[src/rtl/mem_arbiter_if.sv]
`default_nettype none
// ============================================================================
// Module      : mem_arbiter_if
// Description : Bus bundle between the I/D cache fill FSMs, the D-cache
//               write-through path, the shared memory port and the arbiter.
// Revision    : 1.0 - initial release
// ============================================================================
interface mem_arbiter_if;
  logic        i_req;
  logic [15:0] i_addr;
  logic        i_gnt;
  logic        i_data_valid;

  logic        d_req;
  logic [15:0] d_addr;
  logic        d_gnt;
  logic        d_data_valid;

  logic        d_wr_req;
  logic [15:0] d_wr_addr;
  logic [15:0] d_wr_data;
  logic        d_wr_ack;

  logic        mem_en;
  logic        mem_wr;
  logic [15:0] mem_addr;
  logic [15:0] mem_data_in;
  logic        mem_data_valid;

  // Arbiter side
  modport slave (
    input  i_req, i_addr, d_req, d_addr,
    input  d_wr_req, d_wr_addr, d_wr_data,
    input  mem_data_valid,
    output i_gnt, i_data_valid, d_gnt, d_data_valid, d_wr_ack,
    output mem_en, mem_wr, mem_addr, mem_data_in
  );

  // Requester / memory side
  modport master (
    output i_req, i_addr, d_req, d_addr,
    output d_wr_req, d_wr_addr, d_wr_data,
    output mem_data_valid,
    input  i_gnt, i_data_valid, d_gnt, d_data_valid, d_wr_ack,
    input  mem_en, mem_wr, mem_addr, mem_data_in
  );
endinterface
`default_nettype wire

[src/rtl/mem_arbiter.sv]
`default_nettype none
// ============================================================================
// Module      : mem_arbiter
// Description : Shares one pipelined memory port between I-cache fills,
//               D-cache fills and D-cache write-through stores.
// Revision    : 1.0 - initial release
// ============================================================================
module mem_arbiter (
  input  wire logic    clk,
  input  wire logic    rst,
  mem_arbiter_if.slave bus
);

  typedef enum logic [1:0] {
    ST_IDLE  = 2'd0,
    ST_GNT_I = 2'd1,
    ST_GNT_D = 2'd2,
    ST_WRITE = 2'd3
  } state_e;

  localparam logic       LS_I    = 1'b0;
  localparam logic       LS_D    = 1'b1;
  localparam logic [2:0] OUT_MAX = 3'd7;

  state_e      state_q, state_d;
  logic [2:0]  outstanding_q, outstanding_d;
  logic        last_served_q, last_served_d;

  logic        w_i_gnt, w_d_gnt, w_i_dv, w_d_dv, w_ack;
  logic        w_mem_en, w_mem_wr;
  logic [15:0] w_mem_addr, w_mem_data;
  logic        w_data_ret;
  logic        w_rd_issue;

  // A return only counts when a read is actually in flight; strays are dropped.
  assign w_data_ret = bus.mem_data_valid && (outstanding_q != 3'd0);
  assign w_rd_issue = w_mem_en && !w_mem_wr;

  always_comb begin
    state_d       = state_q;
    last_served_d = last_served_q;
    w_i_gnt       = 1'b0;
    w_d_gnt       = 1'b0;
    w_i_dv        = 1'b0;
    w_d_dv        = 1'b0;
    w_ack         = 1'b0;
    w_mem_en      = 1'b0;
    w_mem_wr      = 1'b0;
    w_mem_addr    = 16'd0;
    w_mem_data    = 16'd0;

    case (state_q)
      ST_IDLE: begin
        if (bus.d_wr_req) begin
          state_d = ST_WRITE;
        end else if (bus.d_req && bus.i_req) begin
          state_d = (last_served_q == LS_I) ? ST_GNT_D : ST_GNT_I;
        end else if (bus.d_req) begin
          state_d = ST_GNT_D;
        end else if (bus.i_req) begin
          state_d = ST_GNT_I;
        end
      end

      ST_WRITE: begin
        w_mem_en   = 1'b1;
        w_mem_wr   = 1'b1;
        w_mem_addr = bus.d_wr_addr;
        w_mem_data = bus.d_wr_data;
        w_ack      = 1'b1;
        state_d    = ST_IDLE;
      end

      ST_GNT_I: begin
        w_i_gnt  = 1'b1;
        w_mem_en = bus.i_req && (outstanding_q != OUT_MAX);
        if (w_mem_en) begin
          w_mem_addr = bus.i_addr;
        end
        w_i_dv = w_data_ret;
        // Burst ends only once the requester is done and every read has returned.
        if (!bus.i_req && (outstanding_q == 3'd0)) begin
          state_d       = ST_IDLE;
          last_served_d = LS_I;
        end
      end

      ST_GNT_D: begin
        w_d_gnt  = 1'b1;
        w_mem_en = bus.d_req && (outstanding_q != OUT_MAX);
        if (w_mem_en) begin
          w_mem_addr = bus.d_addr;
        end
        w_d_dv = w_data_ret;
        if (!bus.d_req && (outstanding_q == 3'd0)) begin
          state_d       = ST_IDLE;
          last_served_d = LS_D;
        end
      end

      default: begin
        state_d = ST_IDLE;
      end
    endcase
  end

  always_comb begin
    outstanding_d = outstanding_q;
    if (w_rd_issue && !w_data_ret) begin
      outstanding_d = outstanding_q + 3'd1;
    end else if (!w_rd_issue && w_data_ret) begin
      outstanding_d = outstanding_q - 3'd1;
    end
  end

  always_ff @(posedge clk or posedge rst) begin
    if (rst) begin
      state_q       <= ST_IDLE;
      outstanding_q <= 3'd0;
      last_served_q <= LS_I;
    end else begin
      state_q       <= state_d;
      outstanding_q <= outstanding_d;
      last_served_q <= last_served_d;
    end
  end

  assign bus.i_gnt        = w_i_gnt;
  assign bus.d_gnt        = w_d_gnt;
  assign bus.i_data_valid = w_i_dv;
  assign bus.d_data_valid = w_d_dv;
  assign bus.d_wr_ack     = w_ack;
  assign bus.mem_en       = w_mem_en;
  assign bus.mem_wr       = w_mem_wr;
  assign bus.mem_addr     = w_mem_addr;
  assign bus.mem_data_in  = w_mem_data;

endmodule
`default_nettype wire

[src/flat_wrapper.sv]
// flat-port wrapper written by rule: the top's interface ports become plain ports
module mem_arbiter_flat 
  (clk, rst, bus_i_req, bus_i_addr, bus_d_req, bus_d_addr, bus_d_wr_req, bus_d_wr_addr, bus_d_wr_data, bus_mem_data_valid, bus_i_gnt, bus_i_data_valid, bus_d_gnt, bus_d_data_valid, bus_d_wr_ack, bus_mem_en, bus_mem_wr, bus_mem_addr, bus_mem_data_in);
  mem_arbiter_if bus_i ();
  input  wire logic clk;
  input  wire logic rst;
  input wire logic [$bits(bus_i.i_req)-1:0] bus_i_req;
  input wire logic [$bits(bus_i.i_addr)-1:0] bus_i_addr;
  input wire logic [$bits(bus_i.d_req)-1:0] bus_d_req;
  input wire logic [$bits(bus_i.d_addr)-1:0] bus_d_addr;
  input wire logic [$bits(bus_i.d_wr_req)-1:0] bus_d_wr_req;
  input wire logic [$bits(bus_i.d_wr_addr)-1:0] bus_d_wr_addr;
  input wire logic [$bits(bus_i.d_wr_data)-1:0] bus_d_wr_data;
  input wire logic [$bits(bus_i.mem_data_valid)-1:0] bus_mem_data_valid;
  output wire logic [$bits(bus_i.i_gnt)-1:0] bus_i_gnt;
  output wire logic [$bits(bus_i.i_data_valid)-1:0] bus_i_data_valid;
  output wire logic [$bits(bus_i.d_gnt)-1:0] bus_d_gnt;
  output wire logic [$bits(bus_i.d_data_valid)-1:0] bus_d_data_valid;
  output wire logic [$bits(bus_i.d_wr_ack)-1:0] bus_d_wr_ack;
  output wire logic [$bits(bus_i.mem_en)-1:0] bus_mem_en;
  output wire logic [$bits(bus_i.mem_wr)-1:0] bus_mem_wr;
  output wire logic [$bits(bus_i.mem_addr)-1:0] bus_mem_addr;
  output wire logic [$bits(bus_i.mem_data_in)-1:0] bus_mem_data_in;
  assign bus_i.i_req = bus_i_req;
  assign bus_i.i_addr = bus_i_addr;
  assign bus_i.d_req = bus_d_req;
  assign bus_i.d_addr = bus_d_addr;
  assign bus_i.d_wr_req = bus_d_wr_req;
  assign bus_i.d_wr_addr = bus_d_wr_addr;
  assign bus_i.d_wr_data = bus_d_wr_data;
  assign bus_i.mem_data_valid = bus_mem_data_valid;
  assign bus_i_gnt = bus_i.i_gnt;
  assign bus_i_data_valid = bus_i.i_data_valid;
  assign bus_d_gnt = bus_i.d_gnt;
  assign bus_d_data_valid = bus_i.d_data_valid;
  assign bus_d_wr_ack = bus_i.d_wr_ack;
  assign bus_mem_en = bus_i.mem_en;
  assign bus_mem_wr = bus_i.mem_wr;
  assign bus_mem_addr = bus_i.mem_addr;
  assign bus_mem_data_in = bus_i.mem_data_in;
  mem_arbiter u_core (.clk(clk), .rst(rst), .bus(bus_i));
endmodule
[config.mk]
export PLATFORM = sky130hd
export DESIGN_NAME = mem_arbiter_flat
export DESIGN_NICKNAME = d
export VERILOG_FILES = /design/src/rtl/mem_arbiter_if.sv /design/src/rtl/mem_arbiter.sv /design/src/flat_wrapper.sv
export SDC_FILE = /design/constraint.sdc
export NUM_CORES = 1
export LEC_CHECK = 0
export CORE_AREA = 5 5 67 63
export DETAILED_ROUTE_END_ITERATION = 12
export DIE_AREA = 0 0 72 68
export PLACE_DENSITY = 0.84
export SYNTH_ARGS = -nofsm -noshare
export SYNTH_HDL_FRONTEND = slang
export SYNTH_SLANG_ARGS = --single-unit
[constraint.sdc]
create_clock -name clk -period 4.8 [get_ports clk]
set_clock_uncertainty 0.2 [all_clocks]
set_input_delay 0.48 -clock clk [delete_from_list [all_inputs] [get_ports clk]]
set_output_delay 0.48 -clock clk [all_outputs]
set_load 0.03 [all_outputs]
* After elaboration in Yosys (flattened, before gate mapping)
Cells that the tools add are included.
** Cells by class
- Equal/unequal tests :: 7
- Reductions and logical operators :: 21
- Multiplexer cells :: 23
- $add $sub $neg :: 2
** Operators with widths (count)
- two-way mux 16 bit :: 3
- one-hot mux 16 bit (3 select lines) :: 1
- two-way mux 2 bit :: 7
- logical AND 1 bit :: 9
- one-hot mux 2 bit (4 select lines) :: 1
- two-way mux 1 bit :: 7
- two-way mux 3 bit :: 2
- AND reduction 3 bit :: 2
- logical NOT 1 bit :: 5
- inequality test 5 x 4 -> 1 bit, second input constant :: 1
- equality test 2 bit, second input constant :: 2
- inequality test 2 x 1 -> 1 bit, second input constant :: 2
- nonzero test 2 bit :: 2
- adder 3 x 1 -> 3 bit, second input constant :: 1
- logical NOT 3 bit :: 1
- inequality test 3 bit, second input constant :: 1
- one-hot mux 1 bit (3 select lines) :: 1
- nonzero test 3 bit :: 1
- subtractor 3 x 1 -> 3 bit, second input constant :: 1
- equality test 2 x 1 -> 1 bit, second input constant :: 1
- logical NOT 2 bit :: 1
- one-hot mux 1 bit (2 select lines) :: 1
** Word-level totals
- Logic and storage cells :: 56
- Output and inout bits :: 39
- Register bits :: 6

* Longest topological paths before layout
- Depth after elaboration :: 8
- Mapped depth :: 12
- Depth with buffers taken out :: 11

* Worst setup path after synthesis
Ideal clock, no wire load.
- Path kind :: register to register
- Start :: register u_core.state_q[1]
- End :: register u_core.outstanding_q[2]
- Path slack :: 1946 ps
- Setup time :: 79 ps
- Arrival :: 2574 ps
- Stages on the path, launching flop included :: 13
- Period minus slack after synthesis :: 2854 ps
- Path through :: dfrtp_1 -> inv_1 -> ha_1 -> and2_1 -> buf_2 -> nand2_1 -> a211oi_1 -> ha_1 -> inv_1 -> fa_1 -> xor2_1 -> nor2_1 -> xor2_1
** Between the ends
- Longest elaborated chain between the ends :: 7
** RTL lines
- start: declaration :: line mem_arbiter.sv:25 : state_e state_q, state_d;
- start signal: assignment :: line mem_arbiter.sv:122 : state_q <= state_d;
- equality test 2 bit :: line mem_arbiter.sv:52 : case (state_q)
- two-way mux 1 bit :: line mem_arbiter.sv:52
- logical NOT 1 bit :: line mem_arbiter.sv:37 : assign w_rd_issue = w_mem_en && !w_mem_wr;
- logical AND 1 bit (*) :: line mem_arbiter.sv:37
- logical NOT 1 bit :: line mem_arbiter.sv:111 : end else if (!w_rd_issue && w_data_ret) begin
- logical AND 1 bit :: line mem_arbiter.sv:111
- nonzero test 2 bit (no line)
- end signal: assignment :: line mem_arbiter.sv:123 : outstanding_q <= outstanding_d;
- end: declaration :: line mem_arbiter.sv:26 : logic [2:0] outstanding_q, outstanding_d;
Mark *: on every way between the ends. The rest lies on a longest branch, timed or not.
A chain may end at the register's enable or synchronous reset.

* Worst setup path after layout
- Start :: input port bus_i_req
- End :: output port bus_mem_addr[15]
** Between the ends
- Longest elaborated chain between the ends :: 3
** RTL lines
- start: declaration :: line flat_wrapper.sv:7 : input wire logic [$bits(bus_i.i_req)-1:0] bus_i_req;
- logical AND 1 bit :: line mem_arbiter.sv:76 : w_mem_en = bus.i_req && (outstanding_q != OUT_MAX);
- two-way mux 16 bit :: line mem_arbiter.sv:77 : if (w_mem_en) begin
- one-hot mux 16 bit (3 select lines) :: line mem_arbiter.sv:52
- end: declaration :: line flat_wrapper.sv:22 : output wire logic [$bits(bus_i.mem_addr)-1:0] bus_mem_addr;
No other way between the ends.

==> results.sh <==
export IMPL_status="completed"
export IMPL_arrival_ns=2.69
export IMPL_maxCapViolations=0
export IMPL_post_cts_setup_buffer_count=0
export IMPL_htree_levels=1
export IMPL_coreArea_sq_mm=0.00352
export IMPL_synthDistinctLibCells=28
export IMPL_setup_violations=0
export IMPL_wl_met1_mm=1.80
export IMPL_grt_pass1_wl_mm=6.36
export IMPL_grt_max_degree=37
export IMPL_hold_violations=0
export IMPL_final_min_clock_period_ns=3.37
export IMPL_cts_root_buf="clkbuf_8"
export IMPL_power_density_mw_per_mm2=459
export IMPL_worst_r2r_path_depth=11
export IMPL_finalMaxSlewViolations=0
export IMPL_clkTransAtPathRegs_ns=0.04
export IMPL_rsz0062_at_grt="no"
export IMPL_worst_slew_pin_slew_ns=1.12
export IMPL_wl_met2_mm=2.08
export IMPL_drc=0
export IMPL_max_freq_mhz=297
export IMPL_initial_core_util_pct=28.1
export IMPL_chipHeight_um=68
export IMPL_viasPerCell=4.96
export IMPL_yosysWarnings=0
export IMPL_totalWireLength_mm=4.36
export IMPL_cts_tree="done"
export IMPL_worst_slack_ns=1.43
export IMPL_ant_nets=0
export IMPL_p_leak_nw=0.753
export IMPL_seq_area_frac_synth_pct=15.2
export IMPL_r2r_start="u_core.state_q[1]"
export IMPL_die_w_um=72
export IMPL_pre_cts_ws_ns=1.34
export IMPL_relSlewSlack_pct=25.4
export IMPL_regToRegSetupSlack_ns=1.57
export IMPL_first_global_vias=1331
export IMPL_startpoint_type="input pin"
export IMPL_antenna_cells=0
export IMPL_cts_hold_buf=0
export IMPL_dpl_hpwl_mm=3.42
export IMPL_final_nets=317
export IMPL_cts_sinks=6
export IMPL_period_share_pct=70.1
export IMPL_async_reset_ff_share_pct=100
export IMPL_synthFlopType="dfrtp_1"
export IMPL_cts_buffers_inserted=3
export IMPL_critPathKind="input pin to output pin"
export IMPL_routed_top_layer="met4"
export IMPL_wl_met3_um=422
export IMPL_wl_per_cell_um=15.3
export IMPL_syn_mean_instance_area_sq_um=7.02
export IMPL_synth_nets=218
export IMPL_syn_to_final_growth_pct=113
export IMPL_cp_required_ns=4.12
export IMPL_place_congestion=0.819
export IMPL_die_area_sq_mm=0.00490
export IMPL_cp_end_kind="output pin"
export IMPL_antenna_found_initial=0
export IMPL_post_cts_resized=0
export IMPL_dr_pass1_iters=4
export IMPL_via_count=1408
export IMPL_syn_area_sq_um=990
export IMPL_syn_inst=141
export IMPL_r2r_end="u_core.outstanding_q[2]"
export IMPL_drive_above_1_share_pct=3.36
export IMPL_grt_usage_pct=16.4
export IMPL_port_buffer_count=108
export IMPL_clk_latency_ns=0.22
export IMPL_nFillCells=343
export IMPL_num_rows=21
export IMPL_peakVddDrop_mv=0.292
export IMPL_fin_tns_setup_ns=0
export IMPL_cp_max_fo=17
export IMPL_hp_class="input pin to async pin"
export IMPL_final_common_cell="clkdlybuf4s50_1"
export IMPL_io_pins=109
export IMPL_layout_common_cells="clkdlybuf4s50_1, a31oi_1, nand3_1, nand2_1, and2_1"
export IMPL_first_iter_violations=64
export IMPL_gr_total_overflow=0
export IMPL_synth_edff_count=0
export IMPL_cts_buffer_depth=2
export IMPL_hold_ws_ns=0.280
export IMPL_synth_seq_cells=6
-- worst max path at each step --
stage	start	slack [ns]	endpoint	cells past startpoint
floorplan	u_core.state_q[1]	1.95	u_core.outstanding_q[2]	12
global placement	bus_i_req	1.43	u_core.outstanding_q[2]	10
detailed placement	bus_i_req	1.34	u_core.outstanding_q[2]	10
CTS	u_core.state_q[1]	1.43	bus_mem_en	6
global route	u_core.state_q[1]	1.27	bus_mem_addr[15]	6
finish	bus_i_req	1.43	bus_mem_addr[15]	5
-- area by class of cell --
cell class              count  area, sq um  share of cell area (%)
repair buffers            109         1090                    51.6
multi-input cells         113          744                    35.3
flip-flops and latches      6          150                    7.12
well taps                  46         57.6                    2.73
clock buffers               3         41.3                    1.96
inverters                   7         26.3                    1.25
-- Yosys cell counts, drive strengths merged, types with 2 or more instances --
cell    count  area, sq um
a21boi      2         15.0
a31oi      19          119
and2       17          106
buf         7         38.8
clkbuf      8         30.0
dfrtp       6          150
ha          6         75.1
inv         7         26.3
mux2        2         26.3
nand2      18         67.6
nand3      18         90.1
nand4      16          100
nor2        2         7.51
xor2        2         17.5
-- registers in the layout, summed over array words and instances, names as in the netlist --
register / flops
u_core.last_served_q: 1
u_core.outstanding_q: 3
u_core.state_q: 2
-- metal layers --
layer | up-vias | GRT usage (%)
met3 | 4 | 4.41
met5 | - | 0
met4 | 0 | 3.99
li1 | 707 | -
met1 | 620 | 19.7
met2 | 77 | 29.4
-- report_power, final --
| part | internal, mW | switching, mW |
|---|---|---|
| registers | 0.0779 | 0.0440 |
| logic | 0.331 | 0.441 |
| clock network | 0.0537 | 0.0201 |
-- critical path, stage by stage --
cell and delay, ns:
clkdlybuf4s50_1 0.56, and2_1 0.58, nand3_1 0.15, a31oi_1 0.20, clkdlybuf4s50_1 0.72
-- per-stage QoR --
stage	power [mW]	utilization, %	area [sq um]	cells
after floorplan	0.606	-	990	141
after global placement	0.884	58.7	2070	281
after detailed placement	0.895	58.7	2070	281
after CTS	0.973	59.9	2110	284
after global routing	1.03	59.9	2110	284
final	0.967	59.9	2110	284
-- cells by family after synthesis --
family | Yosys count | synth area share [%]
fa+ha+maj | 7 | 9.61
flops | 6 | 15.2
buf+inv | 22 | 9.61
xor+xnor | 3 | 2.66
simple gates | 75 | 40.5
compound gates | 25 | 18.8
mux | 3 | 3.67
Power figures use the tool's default switching activity.
